### config.mk
export PLATFORM = sky130hd
export DESIGN_NAME = ahb2wb_bridge_flat
export DESIGN_NICKNAME = d
export VERILOG_FILES = /design/src/rtl/ahb2wb_pkg.sv /design/src/rtl/ahb2wb_if.sv /design/src/rtl/ahb2wb_watchdog.sv /design/src/rtl/ahb2wb_bridge.sv /design/src/flat_wrapper.sv
export SDC_FILE = /design/constraint.sdc
export NUM_CORES = 1
export LEC_CHECK = 0
export ABC_AREA = 1
export CORE_MARGIN = 4
export CORE_UTILIZATION = 39
export CTS_CLUSTER_SIZE = 24
export DETAILED_ROUTE_END_ITERATION = 6
export GPL_ROUTABILITY_DRIVEN = 0
export PLACE_DENSITY = 0.84
export SETUP_SLACK_MARGIN = 0.02
export SLEW_MARGIN = 20
export SYNTH_ARGS = -nofsm -noshare
export SYNTH_HDL_FRONTEND = slang
export SYNTH_SLANG_ARGS = --single-unit
### constraint.sdc
create_clock -name clk -period 4 [get_ports clk]
set_clock_uncertainty 0.2 [all_clocks]
set_input_delay 0.6 -clock clk [delete_from_list [all_inputs] [get_ports clk]]
set_output_delay 0.6 -clock clk [all_outputs]
set_load 0.01 [all_outputs]
### src/rtl/ahb2wb_pkg.sv
// Shared types and AHB encodings for the AHB-Lite to Wishbone bridge.
package ahb2wb_pkg;

    typedef enum logic [2:0] {
        ST_IDLE,
        ST_WDATA,
        ST_WBCYC,
        ST_ERR1,
        ST_ERR2
    } state_t;

    localparam logic [1:0] HTRANS_IDLE   = 2'd0;
    localparam logic [1:0] HTRANS_BUSY   = 2'd1;
    localparam logic [1:0] HTRANS_NONSEQ = 2'd2;
    localparam logic [1:0] HTRANS_SEQ    = 2'd3;

    localparam logic [2:0] HSIZE_BYTE = 3'd0;
    localparam logic [2:0] HSIZE_HALF = 3'd1;
    localparam logic [2:0] HSIZE_WORD = 3'd2;

endpackage

### src/rtl/ahb2wb_if.sv
// AHB-Lite slave port and Wishbone classic master port of the bridge, bundled.
interface ahb2wb_if #(
    parameter int ADDR_W = 32,
    parameter int DATA_W = 16
);
    logic                  hsel;
    logic [ADDR_W-1:0]     haddr;
    logic [1:0]            htrans;
    logic                  hwrite;
    logic [2:0]            hsize;
    logic [DATA_W-1:0]     hwdata;
    logic                  hready;
    logic                  hresp;
    logic [DATA_W-1:0]     hrdata;

    logic [ADDR_W-1:0]     wb_adr_o;
    logic [DATA_W-1:0]     wb_dat_o;
    logic [DATA_W-1:0]     wb_dat_i;
    logic                  wb_we_o;
    logic [DATA_W/8-1:0]   wb_sel_o;
    logic                  wb_cyc_o;
    logic                  wb_stb_o;
    logic                  wb_ack_i;
    logic                  wb_err_i;

    modport slave (
        input  hsel, haddr, htrans, hwrite, hsize, hwdata,
        output hready, hresp, hrdata,
        output wb_adr_o, wb_dat_o, wb_we_o, wb_sel_o, wb_cyc_o, wb_stb_o,
        input  wb_dat_i, wb_ack_i, wb_err_i
    );

    modport master (
        output hsel, haddr, htrans, hwrite, hsize, hwdata,
        input  hready, hresp, hrdata,
        input  wb_adr_o, wb_dat_o, wb_we_o, wb_sel_o, wb_cyc_o, wb_stb_o,
        output wb_dat_i, wb_ack_i, wb_err_i
    );

endinterface

### src/rtl/ahb2wb_watchdog.sv
// Wishbone cycle watchdog: down-counter reloaded while idle, expires at terminal count.
module ahb2wb_watchdog #(
    parameter int TIMEOUT_CYCLES = 255
) (
    input  logic clk,
    input  logic rst,
    input  logic i_en,
    output logic o_expired
);
    localparam int CNT_W_RAW = $clog2(TIMEOUT_CYCLES + 1);
    localparam int CNT_W     = (CNT_W_RAW < 8) ? 8 : ((CNT_W_RAW > 16) ? 16 : CNT_W_RAW);
    localparam logic [CNT_W-1:0] LOAD = CNT_W'(TIMEOUT_CYCLES - 1);

    logic [CNT_W-1:0] r_cnt;

    always_ff @(posedge clk or posedge rst) begin
        if (rst) begin
            r_cnt <= LOAD;
        end else if (!i_en) begin
            r_cnt <= LOAD;
        end else if (r_cnt != '0) begin
            r_cnt <= r_cnt - 1'b1;
        end
    end

    // Counter holds LOAD on the first enabled cycle, so zero is hit on cycle TIMEOUT_CYCLES.
    assign o_expired = i_en && (r_cnt == '0);

endmodule

### src/rtl/ahb2wb_bridge.sv
// AHB-Lite slave to Wishbone classic master bridge, one Wishbone cycle per AHB transfer.
// Define AHB2WB_TIMEOUT_EN to add a watchdog that errors out a stalled Wishbone cycle.
//
// state | meaning
// IDLE  | hready=1, accepts an address phase
// WDATA | write data phase, capture hwdata
// WBCYC | Wishbone cycle active, waiting for ack/err
// ERR1  | first ERROR cycle, hready=0 hresp=1
// ERR2  | second ERROR cycle, hready=1 hresp=1
module ahb2wb_bridge
    import ahb2wb_pkg::*;
#(
    parameter int ADDR_W         = 32,
    parameter int DATA_W         = 16,
    parameter int TIMEOUT_CYCLES = 255
) (
    input logic     clk,
    input logic     rst,
    ahb2wb_if.slave bus
);
    localparam int NB    = DATA_W / 8;
    localparam int OFF_W = $clog2(NB);

    if (!(DATA_W == 16 || DATA_W == 32) || TIMEOUT_CYCLES < 1) begin : g_param_check
        $error("ahb2wb_bridge: DATA_W must be 16 or 32 and TIMEOUT_CYCLES positive");
    end

    state_t              r_state, w_state;
    logic                r_hready, w_hready;
    logic                r_hresp, w_hresp;
    logic [DATA_W-1:0]   r_hrdata, w_hrdata;
    logic [ADDR_W-1:0]   r_adr, w_adr;
    logic [DATA_W-1:0]   r_dat, w_dat;
    logic                r_we, w_we;
    logic [NB-1:0]       r_sel, w_sel;
    logic                r_cyc, w_cyc;

    logic                w_accept;
    logic                w_lane_ok;
    logic                w_timeout;
    logic [1:0]          w_off;
    logic [NB-1:0]       w_lane_base;
    logic [NB-1:0]       w_sel_dec;

    assign w_accept = bus.hsel && (bus.htrans == HTRANS_NONSEQ || bus.htrans == HTRANS_SEQ)
                      && r_hready && (r_state == ST_IDLE);

    assign w_off = 2'(bus.haddr[OFF_W-1:0]);

    // Sizes wider than the bus, or not naturally aligned, decode as illegal.
    always_comb begin
        w_lane_base = '0;
        w_lane_ok   = 1'b0;
        case (bus.hsize)
            HSIZE_BYTE: begin
                w_lane_base = NB'(1);
                w_lane_ok   = 1'b1;
            end
            HSIZE_HALF: begin
                w_lane_base = NB'(3);
                w_lane_ok   = ~w_off[0];
            end
            HSIZE_WORD: begin
                w_lane_base = NB'(15);
                w_lane_ok   = (NB >= 4) && (w_off == 2'b00);
            end
            default: begin
                w_lane_base = '0;
                w_lane_ok   = 1'b0;
            end
        endcase
    end

    assign w_sel_dec = w_lane_base << w_off;

`ifdef AHB2WB_TIMEOUT_EN
    ahb2wb_watchdog #(
        .TIMEOUT_CYCLES (TIMEOUT_CYCLES)
    ) u_watchdog (
        .clk       (clk),
        .rst       (rst),
        .i_en      (r_state == ST_WBCYC),
        .o_expired (w_timeout)
    );
`else
    assign w_timeout = 1'b0;
`endif

    always_comb begin
        w_state  = r_state;
        w_hready = r_hready;
        w_hresp  = r_hresp;
        w_hrdata = r_hrdata;
        w_adr    = r_adr;
        w_dat    = r_dat;
        w_we     = r_we;
        w_sel    = r_sel;
        w_cyc    = r_cyc;
        case (r_state)
            ST_IDLE: begin
                w_hready = 1'b1;
                w_hresp  = 1'b0;
                if (w_accept) begin
                    w_adr    = bus.haddr;
                    w_we     = bus.hwrite;
                    w_sel    = w_sel_dec;
                    w_hready = 1'b0;
                    if (!w_lane_ok) begin
                        w_hresp = 1'b1;
                        w_state = ST_ERR1;
                    end else if (bus.hwrite) begin
                        w_state = ST_WDATA;
                    end else begin
                        w_cyc   = 1'b1;
                        w_state = ST_WBCYC;
                    end
                end
            end
            ST_WDATA: begin
                w_dat   = bus.hwdata;
                w_cyc   = 1'b1;
                w_state = ST_WBCYC;
            end
            ST_WBCYC: begin
                if (bus.wb_err_i || (!bus.wb_ack_i && w_timeout)) begin
                    w_cyc   = 1'b0;
                    w_hresp = 1'b1;
                    w_state = ST_ERR1;
                end else if (bus.wb_ack_i) begin
                    w_cyc    = 1'b0;
                    w_hready = 1'b1;
                    w_state  = ST_IDLE;
                    if (!r_we) begin
                        w_hrdata = bus.wb_dat_i;
                    end
                end
            end
            ST_ERR1: begin
                w_hready = 1'b1;
                w_hresp  = 1'b1;
                w_state  = ST_ERR2;
            end
            ST_ERR2: begin
                w_hready = 1'b1;
                w_hresp  = 1'b0;
                w_state  = ST_IDLE;
            end
            default: begin
                w_hready = 1'b1;
                w_hresp  = 1'b0;
                w_cyc    = 1'b0;
                w_state  = ST_IDLE;
            end
        endcase
    end

    always_ff @(posedge clk or posedge rst) begin
        if (rst) begin
            r_state  <= ST_IDLE;
            r_hready <= 1'b1;
            r_hresp  <= 1'b0;
            r_hrdata <= '0;
            r_adr    <= '0;
            r_dat    <= '0;
            r_we     <= 1'b0;
            r_sel    <= '0;
            r_cyc    <= 1'b0;
        end else begin
            r_state  <= w_state;
            r_hready <= w_hready;
            r_hresp  <= w_hresp;
            r_hrdata <= w_hrdata;
            r_adr    <= w_adr;
            r_dat    <= w_dat;
            r_we     <= w_we;
            r_sel    <= w_sel;
            r_cyc    <= w_cyc;
        end
    end

    assign bus.hready   = r_hready;
    assign bus.hresp    = r_hresp;
    assign bus.hrdata   = r_hrdata;
    assign bus.wb_adr_o = r_adr;
    assign bus.wb_dat_o = r_dat;
    assign bus.wb_we_o  = r_we;
    assign bus.wb_sel_o = r_sel;
    assign bus.wb_cyc_o = r_cyc;
    assign bus.wb_stb_o = r_cyc;

endmodule

### src/flat_wrapper.sv
// flat-port wrapper written by rule: the top's interface ports become plain ports
module ahb2wb_bridge_flat import ahb2wb_pkg::*;
#(
    parameter int ADDR_W         = 32,
    parameter int DATA_W         = 16,
    parameter int TIMEOUT_CYCLES = 255
)
  (clk, rst, bus_hsel, bus_haddr, bus_htrans, bus_hwrite, bus_hsize, bus_hwdata, bus_hready, bus_hresp, bus_hrdata, bus_wb_adr_o, bus_wb_dat_o, bus_wb_we_o, bus_wb_sel_o, bus_wb_cyc_o, bus_wb_stb_o, bus_wb_dat_i, bus_wb_ack_i, bus_wb_err_i);
  ahb2wb_if #(.ADDR_W(ADDR_W), .DATA_W(DATA_W)) bus_i ();
  input logic clk;
  input logic rst;
  input wire logic [$bits(bus_i.hsel)-1:0] bus_hsel;
  input wire logic [$bits(bus_i.haddr)-1:0] bus_haddr;
  input wire logic [$bits(bus_i.htrans)-1:0] bus_htrans;
  input wire logic [$bits(bus_i.hwrite)-1:0] bus_hwrite;
  input wire logic [$bits(bus_i.hsize)-1:0] bus_hsize;
  input wire logic [$bits(bus_i.hwdata)-1:0] bus_hwdata;
  output wire logic [$bits(bus_i.hready)-1:0] bus_hready;
  output wire logic [$bits(bus_i.hresp)-1:0] bus_hresp;
  output wire logic [$bits(bus_i.hrdata)-1:0] bus_hrdata;
  output wire logic [$bits(bus_i.wb_adr_o)-1:0] bus_wb_adr_o;
  output wire logic [$bits(bus_i.wb_dat_o)-1:0] bus_wb_dat_o;
  output wire logic [$bits(bus_i.wb_we_o)-1:0] bus_wb_we_o;
  output wire logic [$bits(bus_i.wb_sel_o)-1:0] bus_wb_sel_o;
  output wire logic [$bits(bus_i.wb_cyc_o)-1:0] bus_wb_cyc_o;
  output wire logic [$bits(bus_i.wb_stb_o)-1:0] bus_wb_stb_o;
  input wire logic [$bits(bus_i.wb_dat_i)-1:0] bus_wb_dat_i;
  input wire logic [$bits(bus_i.wb_ack_i)-1:0] bus_wb_ack_i;
  input wire logic [$bits(bus_i.wb_err_i)-1:0] bus_wb_err_i;
  assign bus_i.hsel = bus_hsel;
  assign bus_i.haddr = bus_haddr;
  assign bus_i.htrans = bus_htrans;
  assign bus_i.hwrite = bus_hwrite;
  assign bus_i.hsize = bus_hsize;
  assign bus_i.hwdata = bus_hwdata;
  assign bus_hready = bus_i.hready;
  assign bus_hresp = bus_i.hresp;
  assign bus_hrdata = bus_i.hrdata;
  assign bus_wb_adr_o = bus_i.wb_adr_o;
  assign bus_wb_dat_o = bus_i.wb_dat_o;
  assign bus_wb_we_o = bus_i.wb_we_o;
  assign bus_wb_sel_o = bus_i.wb_sel_o;
  assign bus_wb_cyc_o = bus_i.wb_cyc_o;
  assign bus_wb_stb_o = bus_i.wb_stb_o;
  assign bus_i.wb_dat_i = bus_wb_dat_i;
  assign bus_i.wb_ack_i = bus_wb_ack_i;
  assign bus_i.wb_err_i = bus_wb_err_i;
  ahb2wb_bridge #(.ADDR_W(ADDR_W), .DATA_W(DATA_W), .TIMEOUT_CYCLES(TIMEOUT_CYCLES)) u_core (.clk(clk), .rst(rst), .bus(bus_i));
endmodule
Yosys cells after proc, flatten, opt, wreduce, memory -nomap -nowiden
Cells that the tools add are included.
W data, S select, Z words.
{"block": "op_classes", "eq_ne": 15, "shifts": 1, "muxes": 22, "bitwise": 5, "reduce_logical": 14}
{"operator": "$mux W3", "count": 4}
{"operator": "$pmux W3 S4", "count": 1}
{"operator": "$mux W1", "count": 11}
{"operator": "$eq A3 B2 Y1 const B", "count": 3}
{"operator": "$ne A2 B2 Y1 const B", "count": 4}
{"operator": "$pmux W1 S4", "count": 2}
{"operator": "$eq A3 B1 Y1 const B", "count": 2}
{"operator": "$logic_not A3 Y1", "count": 2}
{"operator": "$reduce_and A2 Y1", "count": 3}
{"operator": "$not A1 Y1", "count": 5}
{"operator": "$reduce_and A5 Y1", "count": 1}
{"operator": "$eq A2 B2 Y1 const B", "count": 2}
{"operator": "$ne A2 B1 Y1 const B", "count": 2}
{"operator": "$pmux W2 S2", "count": 1}
{"operator": "$reduce_and A4 Y1", "count": 1}
{"operator": "$reduce_or A2 Y1", "count": 2}
{"operator": "$eq A3 B3 Y1 const B", "count": 1}
{"operator": "$logic_and A1 B1 Y1", "count": 3}
{"operator": "$ne A3 B3 Y1 const B", "count": 1}
{"operator": "$pmux W1 S3", "count": 1}
{"operator": "$reduce_and A3 Y1", "count": 1}
{"operator": "$mux W2", "count": 1}
{"operator": "$pmux W1 S2", "count": 1}
{"operator": "$shl A2 B1 Y2", "count": 1}
{"operator": "$logic_or A1 B1 Y1", "count": 1}
{"block": "word_totals", "regBits": 73, "inputBits": 75, "word_cells": 66}

Longest topological paths before layout
Gate-level depths: netlist (run 1).
{"block": "logic_depth", "depth_word": 7, "ltp_mapped": 8, "ltp_nobuf": 8}

Worst setup path before layout (run 1)
OpenSTA, ideal clock, no wires.
{"block": "synth_path", "kind": "in2reg", "start": "input bus_hsel", "end": "register u_core.r_adr[10] (netlist: u_core.bus.wb_adr_o[10])", "setup_ps": 117, "arrival_ps": 1189, "setup_slack_ps": 2494, "cell_stages": 6, "cell_sequence": "nand3_1 > nor2_2 > inv_2 > buf_2 > nand2_1 > nand2_1"}
{"block": "synth_between", "elab_chain_len": 4}
{"element": "start, declared", "line": "flat_wrapper.sv:12", "source": "input wire logic [$bits(bus_i.hsel)-1:0] bus_hsel;"}
{"element": "$logic_and A1 B1 Y1", "line": "ahb2wb_bridge.sv:45", "source": "assign w_accept = bus.hsel && (bus.htrans == HTRANS_NONSEQ || bus.htrans == HTRANS_SEQ)"}
{"element": "$logic_and A1 B1 Y1 (2 in series)", "line": "ahb2wb_bridge.sv:46", "source": "&& r_hready && (r_state == ST_IDLE);"}
{"element": "$reduce_and A2 Y1 (no source line)"}
{"element": "end signal, assigned", "line": "ahb2wb_bridge.sv:173", "source": "r_adr <= w_adr;"}
{"element": "end, declared", "line": "ahb2wb_bridge.sv:32", "source": "logic [ADDR_W-1:0] r_adr, w_adr;"}
Every way passes these cells.
A chain may end at the register's enable or synchronous reset.

Worst setup path in the final report (run 1)
{"block": "layout_path", "start": "input bus_hsel", "end": "register u_core.r_sel[1] (netlist: u_core.bus.wb_sel_o[1])"}
{"block": "layout_between", "elab_chain_len": 4}
{"element": "$logic_and A1 B1 Y1", "line": "ahb2wb_bridge.sv:45"}
{"element": "$logic_and A1 B1 Y1 (2 in series)", "line": "ahb2wb_bridge.sv:46"}
{"element": "$reduce_and A2 Y1 (no source line)"}
{"element": "end signal, assigned", "line": "ahb2wb_bridge.sv:176", "source": "r_sel <= w_sel;"}
{"element": "end, declared", "line": "ahb2wb_bridge.sv:35", "source": "logic [NB-1:0] r_sel, w_sel;"}
Every way passes these cells.

==> results of run 1 <==
[state kept, by name, indices dropped and copies added, names as in the netlist]
name	flops
u_core.bus.hready	1
u_core.bus.wb_cyc_o	1
u_core.bus.wb_dat_o	16
u_core.bus.hrdata	16
u_core.bus.hresp	1
u_core.bus.wb_sel_o	2
u_core.r_state	3
u_core.bus.wb_we_o	1
u_core.bus.wb_adr_o	32
[synthesized netlist by cell type, types with 2 or more instances]
master / n / share of area
buf_4: 2 / 0.0049
o21ai_0: 4 / 0.0065
a21oi_1: 4 / 0.0065
o21ai_2: 16 / 0.045
nand2_2: 7 / 0.014
nor3_1: 2 / 0.0032
buf_6: 7 / 0.026
nand3_1: 9 / 0.015
buf_2: 4 / 0.0065
nor2_4: 3 / 0.011
dfrtp_1: 72 / 0.58
inv_2: 3 / 0.0036
nand2_1: 171 / 0.21
nor2_1: 10 / 0.012
inv_1: 26 / 0.032
[power groups by stage]
stage	sequential, W	clock (W)	combinational [W]
after floorplan	0.00145	0	0.000616
after global placement	0.00128	0	0.00161
after detailed placement	0.00130	0	0.00165
after CTS	0.00129	0.000714	0.00166
after global routing	0.00134	0.000753	0.00179
final	0.00129	0.000703	0.00163
[per-layer routing]
metal  wire length (um)  vias up  part of all wire
met3                825        8              0.10
met2               3920      103              0.48
li1                   -     1337                 -
met5                  0        -                 0
met1               3300     1236              0.41
met4                 71        0            0.0088
[placed cells by master, fill, tap and decap left out]
cell	n
o31ai_1	1
dfrtp_1	72
bufinv_16	3
clkbuf_8	10
nand3_1	9
clkinvlp_4	1
nor3_1	2
clkinv_2	1
nor2_4	3
dfstp_2	1
nor2_1	10
o21ai_0	4
clkbuf_1	1
nor2_2	1
a21oi_1	4
buf_4	2
inv_1	25
o21a_1	1
nand2_2	7
clkdlybuf4s50_1	144
inv_2	4
nand2_1	171
o21ai_2	16
nand3_4	1
o21ai_1	1
[path summary, 6_finish.rpt]
path | cells past startpoint | end | slack, ns | startpoint
max | 5 | u_core.bus.wb_sel_o[1] | 1.62 | bus_hsel
min | 2 | u_core.bus.wb_adr_o[18] | 0.27 | u_core.bus.wb_adr_o[18]
max reg2reg | 4 | u_core.bus.wb_sel_o[1] | 1.78 | u_core.bus.hready
min reg2reg | 2 | u_core.bus.wb_adr_o[18] | 0.27 | u_core.bus.wb_adr_o[18]
max in group asynchronous | 3 | u_core.bus.wb_we_o | 2.36 | rst
min in group asynchronous | 3 | u_core.bus.wb_dat_o[5] | 0.64 | rst
[critical path: stages]
cell and delay [ns]:
clkdlybuf4s50_1 0.46, nand3_1 0.13, nor2_2 0.50, inv_2 0.41
o31ai_1 0.32
[cell type report]
type | count | share of cell area
flip-flops and latches | 73 | 0.381
inverters | 29 | 0.0227
multi-input cells | 231 | 0.216
clock inverters | 5 | 0.0214
well taps | 102 | 0.0266
clock buffers | 11 | 0.0295
repair buffers | 146 | 0.303
[kinds of logic (layout without fill, tap and decap cells)]
logic type	Yosys count	count (layout)	synth area share
buf+inv	42	191	0.0722
simple gates	204	204	0.271
flops	73	73	0.592
compound gates	27	27	0.0649
[metrics by stage]
step	power (W)	cells	hold WS (ns)	area, um2	setup WS [ns]
floorplan	0.00206	346	0.307	3090	1.35
global placement	0.00289	581	0.253	4560	1.28
detailed placement	0.00295	581	0.258	4560	1.17
CTS	0.00366	597	0.276	4800	1.53
global route	0.00388	597	0.292	4800	1.41
finish	0.00362	597	0.271	4800	1.62
==> metrics, run 1 <==
DRC violations left=0; Setup TNS=0 ns; worst-skew pair later-pin latency=0.34 ns; gr ovfl total=0; CTS tree=yes; Area Overhead vs Synth=55.5%; yosys warns=0; Arr. time, crit path=2.42 ns; post-cts resize count=0; Hold Path Class=reg -> reg; area of the multi-input gates=1040 um2; die area=9400 um2; clock network fraction of total power=0.194; Num CTS Buffers=9; Worst-Margin Slew=0.904 ns; FF/Latch Area=1830 um2; fin nets=565; Syn Area/Cell=8.92 um2; die width=97.0 um; final design utilization=0.621; Sw Share=0.344; DRT antenna net count=0; setup repair bufs after CTS=0; First DRT Iteration DRCs=61; final WL=8.11 mm; hold_buf cts=0; Max Root-Sink Buffers=2; Sink Count=73; Die Y=97.0 um; relative slew slack=0.398; Worst Setup Start Kind=input pin; Port Buffers=144; Fmax achieved=420 MHz; drt pass-1 iters=4; GRT busiest layer=met2; M2 GR Usage=0.296; number of global-route vias before repair=2759; share of cells above drive strength 1=0.101; boundary pin count=146; clock-pin slew on the worst setup and hold paths=0.08 ns; endpoints failing hold=0; DR vias=2684; total core area=7730 um2; H-tree depth=3; Net Count, Synth=421; P_int=0.00238 W; ant diodes=0; switching power=0.00124 W; WL/cell=13.6 um; met3 Use GR=0.0836; met1 usage=0.202; sequential area share after synthesis=0.592; CP max FO=34; Post-synth EDFFs=0; largest net degree at the start of global routing=74; filler cell count=659; status=finished, final reports clean; CP Capture Type=register; initial antenna violation count=0; Synth Register Bits=73; Pwr per Cell Area=754 nW/um2; Comb pwr share=0.450; Starting Density=0.399; Setup-failing EPs final=0; area of the mapped netlist=3090 um2; max-slew violations=0; first-pass GRT wire length=13.4 mm; period utilization=0.595; Tmin final=2.38 ns; clock root buffer=clkbuf_8; RSZ-0062 raised after global routing=false; Yosys cell types=21; Total GRT Usage=0.175; ys async rst share=1.00; CP Class=in -> reg; ys flop type=dfrtp_1; max-cap viol count=0; register share of total power=0.356; Critical Path RT=4.04 ns; Vias/cell=4.50; Pleak=2.34 nW; post-DP HPWL=5.98 mm; Max VDD drop=0.369 mV; Post-Syn Instances=346; cell row count=32
(Power assumes the default switching activity.)
==> run 2, diff against run 1 <==
- CORE_UTILIZATION: 39 -> 37
- PLACE_DENSITY: 0.84 -> 0.83
- clock period: 4 -> 2.1 ns (I/O delays scaled with it)
==> run 2 against run 1 <==
Against the previous run:
- core utilization decreased by 2.5 points
- non-clock buffer count rose by 3
- global-route usage shrank 1.8 points
- design area is 1.5% higher
- hold slack got worse by 0.039 ns
- final cell count grew 1.0%
- flip-flop and latch count unchanged
- critical path type is now reg -> out
- largest cell class unchanged
- highest routed layer unchanged
==> metrics, run 2 (synthesis gave the netlist of run 1 again) <==
status=finished, final reports clean; Num CTS Buffers=9 (unchanged); drt pass-1 iters=4 (unchanged); DRC violations left=0 (unchanged); commonest non-fill, non-tap cell in the layout=nand2_1; hold_buf cts=0 (unchanged); max FFs per register=32 (unchanged); CP Capture Type=primary output; final WL=7.64 mm (-5.8%); CP max FO=3 (-91%); crit-path leading delay family=flip-flops; Die Y=99.3 um (+2.4%); Final Non-Filler Cells=603 (+1.0%); Fmax achieved=518 MHz; Tmin final=1.93 ns; setup repair bufs after CTS=0 (unchanged); area of the multi-input gates=1040 um2 (unchanged); crit path cell chain=clkdlybuf4s50_1; Pwr per Cell Area=1430 nW/um2 (+90%); Total GRT Usage=0.158 (-0.0175); post-cts resize count=0 (unchanged); Hold Path Class=in -> async; cell row count=33 (+3.1%); slack of the critical path=0.169 ns (-1.45 ns); boundary pin count=146 (unchanged); post-DP HPWL=5.66 mm (-5.2%); clock root buffer=clkbuf_8; filler cell count=684 (+3.8%); Setup-failing EPs final=0 (unchanged); fin nets=568 (+0.53%); Setup TNS=0 ns (unchanged); Starting Density=0.378 (-0.0219); clock-pin slew on the worst setup and hold paths=0.08 ns (about the same); Max Root-Sink Buffers=2 (unchanged); power after layout=0.00698 W (+93%); initial antenna violation count=0 (unchanged); CP Class=reg -> out; max-slew violations=0 (unchanged); endpoints failing hold=0 (unchanged); number of global-route vias before repair=2673 (-3.1%); H-tree depth=3 (unchanged); worst hold slack=0.231 ns (-0.0395 ns); largest net degree at the start of global routing=74 (unchanged); share of cells above drive strength 1=0.104 (+0.00341); Worst Setup Start Kind=register; Sink Count=73 (unchanged); DR vias=2698 (+0.52%); FF/Latch Area=1830 um2 (unchanged); Critical Path RT=1.58 ns (-2.46 ns); ant diodes=0 (unchanged); max incr delay on CP=0.55 ns (+0.05 ns); die width=99.3 um (+2.4%); Slowest-stage cell, CP=dfstp_2; Arr. time, crit path=1.42 ns (-1.00 ns); First DRT Iteration DRCs=106 (+74%); WP buf/inv=1 (-1); Pleak=2.36 nW (+0.92%); gr ovfl total=0 (unchanged); Worst-Margin Slew=0.539 ns (-0.365 ns); Max VDD drop=0.679 mV (+84%); most frequent cells in the layout=nand2_1 (171), clkdlybuf4s50_1 (144), dfrtp_1 (72); DRT antenna net count=0 (unchanged); Port Buffers=144 (unchanged); Cells after DPL=587 (+1.0%); Area Overhead vs Synth=57.8%; first-pass GRT wire length=12.5 mm (-6.7%); max-cap viol count=0 (unchanged); WL/cell=12.7 um (-6.7%); worst-skew pair later-pin latency=0.33 ns (about the same); pre-CTS setup slack=0.102 ns (-1.07 ns); total core area=8180 um2 (+5.8%); period utilization=0.920; relative slew slack=0.640 (+0.243); CTS tree=yes; RSZ-0062 raised after global routing=false; die area=9870 um2 (+4.9%); Vias/cell=4.47 (-0.48%)
run 2: cell count changes in the layout (fill, tap and decap cells not counted), sizes merged:
cell	before	now
buf	2	5
bufinv	3	4
clkinv	1	0
clkinvlp	1	2
inv	29	28
run 2: per-stage QoR:
step,utilization,area [um2]
6_report,0.596,4870
5_1_grt,0.596,4870
4_1_cts,0.596,4870
3_5_place_dp,0.564,4610
3_3_place_gp,0.564,4610
2_1_floorplan,-,3090
run 2: worst paths after layout:
path,startpoint,end,slack [ns],cells after the start
max in group asynchronous,rst,u_core.bus.hready,1.13,3
min in group clk,u_core.bus.wb_adr_o[23],u_core.bus.wb_adr_o[23],0.27,2
min,rst,u_core.bus.wb_adr_o[20],0.23,3
min reg2reg,u_core.bus.wb_adr_o[23],u_core.bus.wb_adr_o[23],0.27,2
max reg2reg,u_core.r_state[2],u_core.bus.wb_sel_o[1],0.36,5
max,u_core.bus.hready,bus_hready,0.17,1
run 2: layout make-up:
cell class,instances,area share
sequential,73,0.375
timing repair buffer,149,0.309
multi-input combinational,231,0.213
clock buffer,11,0.0270
tap,105,0.0270
clock inverter,5,0.0262
inverter,29,0.0231
run 2: power breakdown:
part           internal, W  switching (W)  leakage [nW]
sequential         0.00207       0.000375         0.912
clock             0.000911       0.000495         0.124
combinational      0.00167        0.00146          1.33
total              0.00465        0.00233          2.36
run 2: per-layer routing:
| metal | vias up | global-route usage | part of all wire |
|---|---|---|---|
| li1 | 1341 | - | - |
| met1 | 1227 | 0.179 | 0.39 |
| met2 | 118 | 0.259 | 0.46 |
| met3 | 12 | 0.0757 | 0.13 |
| met4 | 0 | 0.0578 | 0.016 |
| met5 | - | 0 | 0 |
